File: config.mk
export PLATFORM = sky130hd
export DESIGN_NAME = mem_bus_arbiter
export DESIGN_NICKNAME = d
export VERILOG_FILES = /design/src/rtl/mem_bus_arbiter.sv
export SDC_FILE = /design/constraint.sdc
export NUM_CORES = 1
export LEC_CHECK = 0
export CAP_MARGIN = 20
export CORE_AREA = 10 10 118 120
export CTS_BUF_LIST = sky130_fd_sc_hd__clkbuf_16
export CTS_CLUSTER_DIAMETER = 30
export DETAILED_ROUTE_END_ITERATION = 12
export DIE_AREA = 0 0 128 130
export PLACE_DENSITY = 0.7
export SYNTH_ARGS = -nofsm -noshare
export SYNTH_HDL_FRONTEND = slang
export SYNTH_SLANG_ARGS = --single-unit
export TNS_END_PERCENT = 10
File: constraint.sdc
create_clock -name clk -period 3.3 [get_ports clk]
set_clock_uncertainty 0.2 [all_clocks]
set_input_delay 0.66 -clock clk [delete_from_list [all_inputs] [get_ports clk]]
set_output_delay 0.66 -clock clk [all_outputs]
set_load 0.03 [all_outputs]
File: src/rtl/mem_bus_arbiter.sv
// Two-master round-robin arbiter (m0 = CPU, m1 = SHA DMA) in front of one memory port.
// Latency: a request seen in IDLE reaches the slave the next cycle; one IDLE bubble separates transactions.
// Backpressure: the grant is held until s_mem_ready; the losing master waits with valid held.
//
// Ports: clk/rst_n (async active-low); m0_* / m1_* master request side (valid, addr, wdata,
// wstrb in; ready pulse, rdata out); s_mem_* slave side (muxed request out, ready/rdata in);
// grant (one-hot {m1,m0}), conflict_cnt (saturating IDLE collisions), arb_err (sticky timeout).
// Optional feature macro: ARB_TIMEOUT_EN enables the grant watchdog (TIMEOUT cycles).
module mem_bus_arbiter #(
    parameter int ADDR_W  = 32,
    parameter int DATA_W  = 32,
    parameter int TIMEOUT = 255
) (
    input  logic                  clk,
    input  logic                  rst_n,
    input  logic                  m0_mem_valid,
    input  logic [ADDR_W-1:0]     m0_mem_addr,
    input  logic [DATA_W-1:0]     m0_mem_wdata,
    input  logic [DATA_W/8-1:0]   m0_mem_wstrb,
    output logic                  m0_mem_ready,
    output logic [DATA_W-1:0]     m0_mem_rdata,
    input  logic                  m1_mem_valid,
    input  logic [ADDR_W-1:0]     m1_mem_addr,
    input  logic [DATA_W-1:0]     m1_mem_wdata,
    input  logic [DATA_W/8-1:0]   m1_mem_wstrb,
    output logic                  m1_mem_ready,
    output logic [DATA_W-1:0]     m1_mem_rdata,
    output logic                  s_mem_valid,
    output logic [ADDR_W-1:0]     s_mem_addr,
    output logic [DATA_W-1:0]     s_mem_wdata,
    output logic [DATA_W/8-1:0]   s_mem_wstrb,
    input  logic                  s_mem_ready,
    input  logic [DATA_W-1:0]     s_mem_rdata,
    output logic [1:0]            grant,
    output logic [15:0]           conflict_cnt,
    output logic                  arb_err
);

    typedef enum logic [1:0] {
        IDLE = 2'd0,
        GNT0 = 2'd1,
        GNT1 = 2'd2
    } state_t;

    localparam logic [DATA_W-1:0] ABORT_DATA = DATA_W'(32'hDEADBEEF);

    state_t      state_q, state_d;
    logic        rr_q, rr_d;          // 0: m0 wins the next collision, 1: m1 wins
    logic [1:0]  grant_q, grant_d;
    logic [15:0] cnt_q, cnt_d;
    logic        tmo;                 // watchdog forces completion this cycle

`ifdef ARB_TIMEOUT_EN
    localparam logic [7:0] TMO_LAST = 8'(TIMEOUT - 1);

    logic [7:0] wait_q, wait_d;
    logic       err_q, err_d;

    // wait_q counts completed grant cycles, so the TIMEOUT-th grant cycle sees TMO_LAST.
    assign tmo = (state_q != IDLE) && (wait_q == TMO_LAST) && !s_mem_ready;

    always_comb begin
        wait_d = (state_q == IDLE) ? 8'd0 : wait_q + 8'd1;
        err_d  = err_q | tmo;
    end

    always_ff @(posedge clk or negedge rst_n) begin
        if (!rst_n) begin
            wait_q <= 8'd0;
            err_q  <= 1'b0;
        end else begin
            wait_q <= wait_d;
            err_q  <= err_d;
        end
    end

    assign arb_err = err_q;
`else
    logic unused_timeout;

    assign tmo            = 1'b0;
    assign unused_timeout = (TIMEOUT != 0);
    assign arb_err        = 1'b0;
`endif

    // Next-state: arbitration happens only in IDLE; a grant ends on slave ready or abort.
    always_comb begin
        state_d = state_q;
        rr_d    = rr_q;
        cnt_d   = cnt_q;
        unique case (state_q)
            IDLE: begin
                if (m0_mem_valid && m1_mem_valid) begin
                    state_d = rr_q ? GNT1 : GNT0;
                    if (cnt_q != 16'hFFFF) begin
                        cnt_d = cnt_q + 16'd1;
                    end
                end else if (m0_mem_valid) begin
                    state_d = GNT0;
                end else if (m1_mem_valid) begin
                    state_d = GNT1;
                end
            end
            GNT0: begin
                if (s_mem_ready || tmo) begin
                    state_d = IDLE;
                    rr_d    = 1'b1;
                end
            end
            GNT1: begin
                if (s_mem_ready || tmo) begin
                    state_d = IDLE;
                    rr_d    = 1'b0;
                end
            end
            default: state_d = IDLE;
        endcase

        unique case (state_d)
            GNT0:    grant_d = 2'b01;
            GNT1:    grant_d = 2'b10;
            default: grant_d = 2'b00;
        endcase
    end

    always_ff @(posedge clk or negedge rst_n) begin
        if (!rst_n) begin
            state_q <= IDLE;
            rr_q    <= 1'b0;
            grant_q <= 2'b00;
            cnt_q   <= 16'd0;
        end else begin
            state_q <= state_d;
            rr_q    <= rr_d;
            grant_q <= grant_d;
            cnt_q   <= cnt_d;
        end
    end

    assign grant        = grant_q;
    assign conflict_cnt = cnt_q;

    // Datapath mux follows the registered state, so an async reset clears it at once.
    // The idle master sees ready=0 and rdata=0; an abort returns ABORT_DATA.
    always_comb begin
        s_mem_valid  = 1'b0;
        s_mem_addr   = '0;
        s_mem_wdata  = '0;
        s_mem_wstrb  = '0;
        m0_mem_ready = 1'b0;
        m0_mem_rdata = '0;
        m1_mem_ready = 1'b0;
        m1_mem_rdata = '0;
        unique case (state_q)
            GNT0: begin
                s_mem_valid  = m0_mem_valid && !tmo;
                s_mem_addr   = m0_mem_addr;
                s_mem_wdata  = m0_mem_wdata;
                s_mem_wstrb  = m0_mem_wstrb;
                m0_mem_ready = s_mem_ready || tmo;
                m0_mem_rdata = tmo ? ABORT_DATA : s_mem_rdata;
            end
            GNT1: begin
                s_mem_valid  = m1_mem_valid && !tmo;
                s_mem_addr   = m1_mem_addr;
                s_mem_wdata  = m1_mem_wdata;
                s_mem_wstrb  = m1_mem_wstrb;
                m1_mem_ready = s_mem_ready || tmo;
                m1_mem_rdata = tmo ? ABORT_DATA : s_mem_rdata;
            end
            default: ;
        endcase
    end

endmodule
Yosys cells after proc, flatten, opt, wreduce, memory -nomap -nowiden
Cells that the tools add are included.

cells by class
  add/subtract/negate cells = 1
  equality and inequality tests = 7
  muxes and demuxes = 18
  reduce and logical (&&, ||, !) cells = 6

operator list
  kind                   count
  $pmux 32 s2            2
  $mux 32                2
  $add 16x1->16 const B  1
  $ne 16x16->1 const B   1
  $mux 2                 5
  $pmux 2 s2             2
  $pmux 4 s2             1
  $reduce_and 3->1       2
  $eq 2x1->1 const B     2
  $eq 2x2->1 const B     2
  $mux 1                 4
  $ne 2x2->1 const B     2
  $pmux 1 s2             2
  $logic_not 2->1        1
  $reduce_bool 2->1      1
  $reduce_or 2->1        1
  $logic_and 1x1->1      1

word-level totals
  register bits = 21
  input port bits = 173
  output and inout bits = 154

Depth between registers and ports, before layout
Gate-level depths: netlist of run 1.

  depth after elaboration = 6
  depth in mapped cells = 7
  mapped depth without buffers = 6

Least setup slack after synthesis of run 1
Ideal clock, no wire load.

  path kind = register -> output
  start = register state_q[0]
  end = output port s_mem_wdata[12]
  arrival time = 1722 ps
  required time = 2440 ps
  setup slack = 718 ps
  stages on the path, launching flop included = 7
  path through = dfrtp_1 > inv_1 > ha_1 > clkbuf_1 > clkbuf_1 > a22oi_1 > nor2_1

between the ends
  word-level cells in the longest chain between the ends = 2
  elaborated cells between the ends (all ways) = 3

RTL lines
  item                                             line  text
  start: declaration                               47    state_t state_q, state_d;
  start signal: assignment                         133   state_q <= state_d;
  $eq 2x2->1 / $eq 2x1->1 (equally long branches)  154   unique case (state_q)
  $pmux 32 s2 *                                    154
  end: declaration                                 30    output logic [DATA_W-1:0] s_mem_wdata,

Mark *: on every way between the ends. The rest lies on a longest branch, timed or not.

Worst setup path in the final report of run 1
  start = register state_q[1]
  end = output port s_mem_wdata[28]

The elaborated chain is that of the path after synthesis.

==> qor.yml, run 1 <==
status: "complete, no violations"
post-route-period-util: 0.9599
timing.max_cap.violations: 0
nNetsFinal: 827
hold_viol: 0
vias: 3703
grt_setup_unrepaired: "no"
synth_fp_nets: 520
rows: 40
path_max_fanout: 41
pre_cts_slack_ns: 0.3037
critPathRequiredTime_ns: 2.44
netlist_area_mm2: 0.002437
setup_tns_ns: 0
synthTopCellsByCount: "nor2_1 (75), a22oi_1 (69), and2_1 (66)"
die_y_um: 130
slew_violations: 0
grt_pass1_wl_um: 23890
grt_max_degree: 70
slew_headroom: 0.5951
critical_path_class: "register to output pin"
fmax_mhz: 315.7
ff_latch_area_um2: 525.5
overflow: 0
dieArea_mm2: 0.01664
areaGrowthSynthToFinish_pct: 149.5
gp_congestion: 0.8714
fill_cells: 1092
startpoint_type: "register"
clkPwrFrac: 0.061
tritoncts: "built"
cp.arrival_ns: 2.31
sw_frac_of_total: 0.5349
ir_drop_mv: 0.4653
totalWireLength_um: 16830
start_util: 0.2081
first_pass_iters: 4
p_sw_mw: 2.279
synth-seq-area-share: 0.2156
worstSetupEndpointType: "output pin"
internal_power_mw: 1.982
synth_most_common_cell: "nor2_1"
ys_top_cells_by_area: "dfrtp_1 (22%), a22oi_1 (21%), and2_1 (17%)"
pwr-share-comb: 0.849
multi_input_comb_area_mm2: 0.001759
dpl.cell_count: 791
viasPerCell: 4.652
routedWlPerCell_um: 21.15
tightest_slew_ns: 0.6040
synth_area_per_cell_um2: 7.127
p_per_area_mw_per_mm2: 700.6
num_io_pins: 327
coreArea_mm2: 0.01171
min-delay-path-class: "register to register"
syn_inst: 342
die_w_um: 128
numPortBuffers: 325
synth.distinct_cells: 37
drt_iter0_drc: 229
htree_levels: 1
grt.total_usage: 0.1831
yosys.area.top_type: "dfrtp_1"
final_cells: 796
synth_edf_count: 0
fin_ws_ns: 0.1322
root_buffer: "clkbuf_16"
setup_viol: 0
drive_above_1_share: 0.06944
clk_path_buf_depth: 2
min_period_ns: 3.168
cts-buffers-inserted: 3
async_flop_share: 1.000
clk_latency_ns: 0.25
synth_top_area_share: 0.2156
first_global_vias: 3932
cts.sinks: 21
seq_power_share: 0.090
yosysWarnings: 0
grt_antenna_before_repair: 1
ys_ff_latch: 21
ant_nets: 0
synth_top_flop_cell: "dfrtp_1"
path_clk_slew_ns: 0.06
detailed_place_hpwl_um: 14560
drc: 0
power_leakage_nw: 2.358
-- stage by stage --
stage | util | hold WS [ns] | power (mW) | area [µm²]
after detailed placement | 0.5121 | 0.3245 | 4.044 | 5997
after global placement | 0.5121 | 0.2898 | 4.018 | 5997
after floorplan | - | 0.1644 | 2.327 | 2437
after global routing | 0.5191 | 0.3498 | 4.487 | 6080
final | 0.5193 | 0.3301 | 4.261 | 6082
after CTS | 0.5189 | 0.3325 | 4.310 | 6077
-- cells by family after synthesis --
group,after synthesis,synth area share
DFF,21,0.2156
other,1,0.001539
and+or+nand+nor,180,0.3881
muxes,3,0.01489
xor gates and xnor gates,10,0.03593
AOI/OAI and AO/OA,84,0.2536
buffers and inverters,38,0.06468
adders and majority gates,5,0.02567
-- layout by cell type, fill, tap and decap left out, drive strengths merged --
cell	synthesis	routed
and3	4	4
and2	66	66
a211oi	3	3
clkinv	1	1
clkdlybuf4s50	0	303
nor3	4	4
a22oi	69	69
or3	1	1
and4b	1	1
dlymetal6s2s	0	1
o21ai	4	4
a2111oi	1	1
nand2	9	9
nor4	2	2
nor2b	3	3
inv	5	6
clkbuf	28	3
mux2i	1	1
ha	5	5
a21oi	4	4
o211ai	1	1
buf	4	30
dfrtp	21	21
and4	2	2
a31oi	1	1
a41oi	1	1
nand3	7	7
conb	1	1
nand4	5	5
diode	0	1
xor2	10	10
and2b	1	1
nor2	75	75
mux2	2	2
-- flip-flops by register name, indices dropped and copies added, names as in the netlist --
signal / cells
state_q: 2
grant: 2
rr_q: 1
conflict_cnt: 16
-- per-layer routing --
metal | global-route usage | up-vias | wire [µm] | share of wire
li1 | - | 1808 | - | -
met1 | 0.1956 | 1720 | 5923 | 0.35
met2 | 0.3376 | 158 | 9015 | 0.54
met3 | 0.06978 | 17 | 1601 | 0.095
met4 | 0.03245 | 0 | 291 | 0.017
met5 | 0 | - | 0 | 0
-- final cells by class --
| class | count | area share |
|---|---|---|
| well taps | 147 | 0.03024 |
| clock buffers | 3 | 0.01234 |
| flip-flops and latches | 21 | 0.08640 |
| multi-input cells | 283 | 0.2892 |
| diodes | 1 | 0.0004114 |
| repair buffers | 334 | 0.5768 |
| clock inverters | 1 | 0.0008229 |
| inverters | 6 | 0.003703 |
-- timing repair --
item | in CTS | in global routing
hold buffers | 0 | 0
setup buffers | 0 | 0
resized for setup | 0 | 1
setup endpoints to repair | 0 | 1
hold endpoints to repair | 0 | 0
-- critical path, cell delays in order (launching register included) --
cell and delay (ns):
dfrtp_1 0.42, inv_1 0.10, ha_2 0.21, buf_4 0.34
a22oi_1 0.15, nor2_1 0.11, clkdlybuf4s50_1 0.71
-- power groups by stage --
stage               combinational, mW  clock (mW)  sequential, mW
floorplan                        1.88           0           0.442
global placement                 3.63           0           0.385
detailed placement               3.66           0           0.389
CTS                              3.67       0.257           0.384
global route                     3.82       0.268           0.395
finish                           3.62       0.258           0.385
-- worst paths after layout --
kind	slack, ns	from	cells after the start	end
setup / recovery	0.13	state_q[1]$_DFF_PN0_	6	s_mem_wdata[28]
hold / removal	0.33	conflict_cnt[14]$_DFFE_PN0P_	1	conflict_cnt[14]$_DFFE_PN0P_
setup reg to reg	0.97	state_q[0]$_DFF_PN0_	6	conflict_cnt[15]$_DFFE_PN0P_
hold reg to reg	0.33	conflict_cnt[14]$_DFFE_PN0P_	1	conflict_cnt[14]$_DFFE_PN0P_
max in group asynchronous	2.13	rst_n	2	conflict_cnt[0]$_DFFE_PN0P_
min in group asynchronous	0.55	rst_n	2	conflict_cnt[15]$_DFFE_PN0P_
Power figures use the tool's default switching activity.
==> inputs of run 2 (changes only) <==
--- a/config.mk
+++ b/config.mk
@@ -11,7 +11,7 @@
 export CTS_CLUSTER_DIAMETER = 30
 export DETAILED_ROUTE_END_ITERATION = 12
 export DIE_AREA = 0 0 128 130
-export PLACE_DENSITY = 0.7
+export PLACE_DENSITY = 0.79
 export SYNTH_ARGS = -nofsm -noshare
 export SYNTH_HDL_FRONTEND = slang
 export SYNTH_SLANG_ARGS = --single-unit
==> run 2 against run 1 <==
  * Final area hardly changed
  * Maximum frequency is 1.6% lower
  * Register-to-register slack hardly changed
  * Cell count is 0.75% lower
  * Clock power hardly changed
  * Die area stayed put
  * Sequential power is 1% lower
  * Sequential share of layout area hardly changed
  * Wire length is 0.31% lower
  * Via count is 1.4% higher
  * Critical endpoint is now s_mem_wdata[0]
  * Largest power group unchanged
==> qor.yml, run 2 (synthesis gave the netlist of run 1 again) <==
status: "complete, no violations"  # unchanged
dpl_cell_area_mm2: 0.006007  # was 0.005997 mm²
clk_path_buf_depth: 2  # unchanged
num_io_pins: 327  # unchanged
power_leakage_nw: 2.354  # was 2.358 nW
use_met1: 0.2055  # was 0.1956
tightest_slew_ns: 0.9179  # was 0.6040 ns
setup_tns_ns: 0  # unchanged
start_util: 0.2081  # unchanged
slew_violations: 0  # unchanged
grt_max_degree: 103  # was 70
multi_input_comb_area_mm2: 0.001759  # unchanged
die_w_um: 128  # unchanged
ff_latch_area_um2: 525.5  # unchanged
first_pass_iters: 5  # was 4
drive_above_1_share: 0.07932  # was 0.06944
fmax_mhz: 310.5  # was 315.7 MHz
layout_common_cells: "clkdlybuf4s50_1 (293), nor2_1 (75), a22oi_1 (69)"  # was clkdlybuf4s50_1 (303), nor2_1 (75), a22oi_1 (69)
ir_drop_mv: 0.4367  # was 0.4653 mV
grt_most_used_layer: "met2"  # unchanged
grt_antenna_before_repair: 0  # was 1
power_mw: 4.291  # was 4.261 mW
fin_ws_ns: 0.07948  # was 0.1322 ns
setup_viol: 0  # unchanged
min_period_ns: 3.221  # was 3.168 ns
critical_path_class: "register to output pin"  # unchanged
rows: 40  # unchanged
coreArea_mm2: 0.01171  # unchanged
min-delay-path-class: "register to register"  # unchanged
hold_viol: 0  # unchanged
grt_use_met3: 0.05720  # was 0.06978
drt_iter0_drc: 265  # was 229
finish.utilization: 0.5198  # was 0.5193
areaGrowthSynthToFinish_pct: 149.7  # was 149.5%
overflow: 0  # unchanged
grt_pass1_wl_um: 24070  # was 23,890 µm
cp.arrival_ns: 2.36  # was 2.31 ns
pre_cts_slack_ns: 0.3710  # was 0.3037 ns
p_per_area_mw_per_mm2: 704.9  # was 700.6 mW/mm²
critPathRequiredTime_ns: 2.44  # about the same
path_buf_inv: 3  # unchanged
detailed_place_hpwl_um: 14330  # was 14,560 µm
timing.hold.ws_ns: 0.3122  # was 0.3301 ns
path_max_fanout: 102  # was 41
totalWireLength_um: 16780  # was 16,830 µm
grt.total_usage: 0.1834  # was 0.1831
ctsResizeCount: 0  # unchanged
fill_cells: 1063  # was 1,092
largest_reg_flops: 16  # unchanged
path_clk_slew_ns: 0.06  # about the same
tritoncts: "built"  # unchanged
diodes: 0  # was 1
routedWlPerCell_um: 21.24  # was 21.15 µm
gp_congestion: 0.9377  # was 0.8714
vias: 3753  # was 3,703
cts-hold-fix-buffers: 0  # unchanged
cts-buffers-inserted: 3  # unchanged
slew_headroom: 0.3862  # was 0.5951
final_cells: 790  # was 796
dpl.cell_count: 786  # was 791
cts.sinks: 21  # unchanged
clk_latency_ns: 0.26  # was 0.25 ns
final_common_cell: "clkdlybuf4s50_1"  # unchanged
numPortBuffers: 325  # unchanged
htree_levels: 1  # unchanged
met2_usage: 0.3416  # was 0.3376
nNetsFinal: 822  # was 827
ant_nets: 0  # unchanged
startpoint_type: "register"  # unchanged
post-route-period-util: 0.9759  # was 0.9599
cts_setup_buffers: 0  # unchanged
critical_path.top_delay_family: "buffers and inverters"  # unchanged
viasPerCell: 4.751  # was 4.652
cp_slowest_cell: "clkdlybuf4s50_1"  # unchanged
die_y_um: 130  # unchanged
timing.max_cap.violations: 0  # unchanged
grt_setup_unrepaired: "no"  # unchanged
final_cell_area_mm2: 0.006087  # was 0.006082 mm²
drc: 0  # unchanged
worstSetupEndpointType: "output pin"  # unchanged
slowest_delay_ns: 0.72  # was 0.71 ns
root_buffer: "clkbuf_16"  # unchanged
crit_chain: "inv_1, ha_2, buf_12, a22oi_1, nor2_1, clkdlybuf4s50_1"  # was inv_1, ha_2, buf_4, a22oi_1, nor2_1, clkdlybuf4s50_1
first_global_vias: 3882  # was 3,932
dieArea_mm2: 0.01664  # unchanged
==> run 2: cell types whose count changed in the layout (fill, tap and decap cells not counted) <==
cell and delta:
clkdlybuf4s50_1 -10, diode_2 -1, buf_12 +6, dlymetal6s2s_1 -1
==> run 2: layout make-up <==
class                           count  share of cell area
Clock buffer                        3             0.01233
Clock inverter                      1           0.0008222
Inverter                            6            0.003700
Multi-Input combinational cell    283              0.2890
Sequential cell                    21             0.08633
Tap cell                          147             0.03022
Timing Repair Buffer              329              0.5776
==> run 2: power breakdown <==
part           leakage, nW  switching, mW  internal, mW
Sequential           0.280         0.0697         0.311
Clock               0.0409         0.0931         0.163
Combinational         2.03           2.13          1.53
Total                 2.35           2.29          2.00
==> run 2: layer usage <==
layer  wire length [µm]  up-vias
met5                  0        -
met1               6117     1787
met2               9168      155
li1                   -     1800
met3               1324       11
met4                169        0
==> run 2: path summary, 6_finish.rpt <==
path / from / end / slack [ns] / cells after the start
worst max-delay path: state_q[0]$_DFF_PN0_ / s_mem_wdata[0] / 0.08 / 6
worst min-delay path: conflict_cnt[14]$_DFFE_PN0P_ / conflict_cnt[14]$_DFFE_PN0P_ / 0.31 / 1
worst max register to register: state_q[0]$_DFF_PN0_ / conflict_cnt[15]$_DFFE_PN0P_ / 0.97 / 6
worst min register to register: conflict_cnt[14]$_DFFE_PN0P_ / conflict_cnt[14]$_DFFE_PN0P_ / 0.31 / 1
max in group asynchronous: rst_n / conflict_cnt[1]$_DFFE_PN0P_ / 1.62 / 1
min in group asynchronous: rst_n / conflict_cnt[13]$_DFFE_PN0P_ / 0.72 / 1
==> inputs of run 3 (changes only) <==
--- a/config.mk
+++ b/config.mk
@@ -12,6 +12,7 @@
 export DETAILED_ROUTE_END_ITERATION = 12
 export DIE_AREA = 0 0 128 130
 export PLACE_DENSITY = 0.79
+export SLEW_MARGIN = 0
 export SYNTH_ARGS = -nofsm -noshare
 export SYNTH_HDL_FRONTEND = slang
 export SYNTH_SLANG_ARGS = --single-unit
==> results of run 3 <==
Final layout, timing and power as in run 2 (identical DEF).
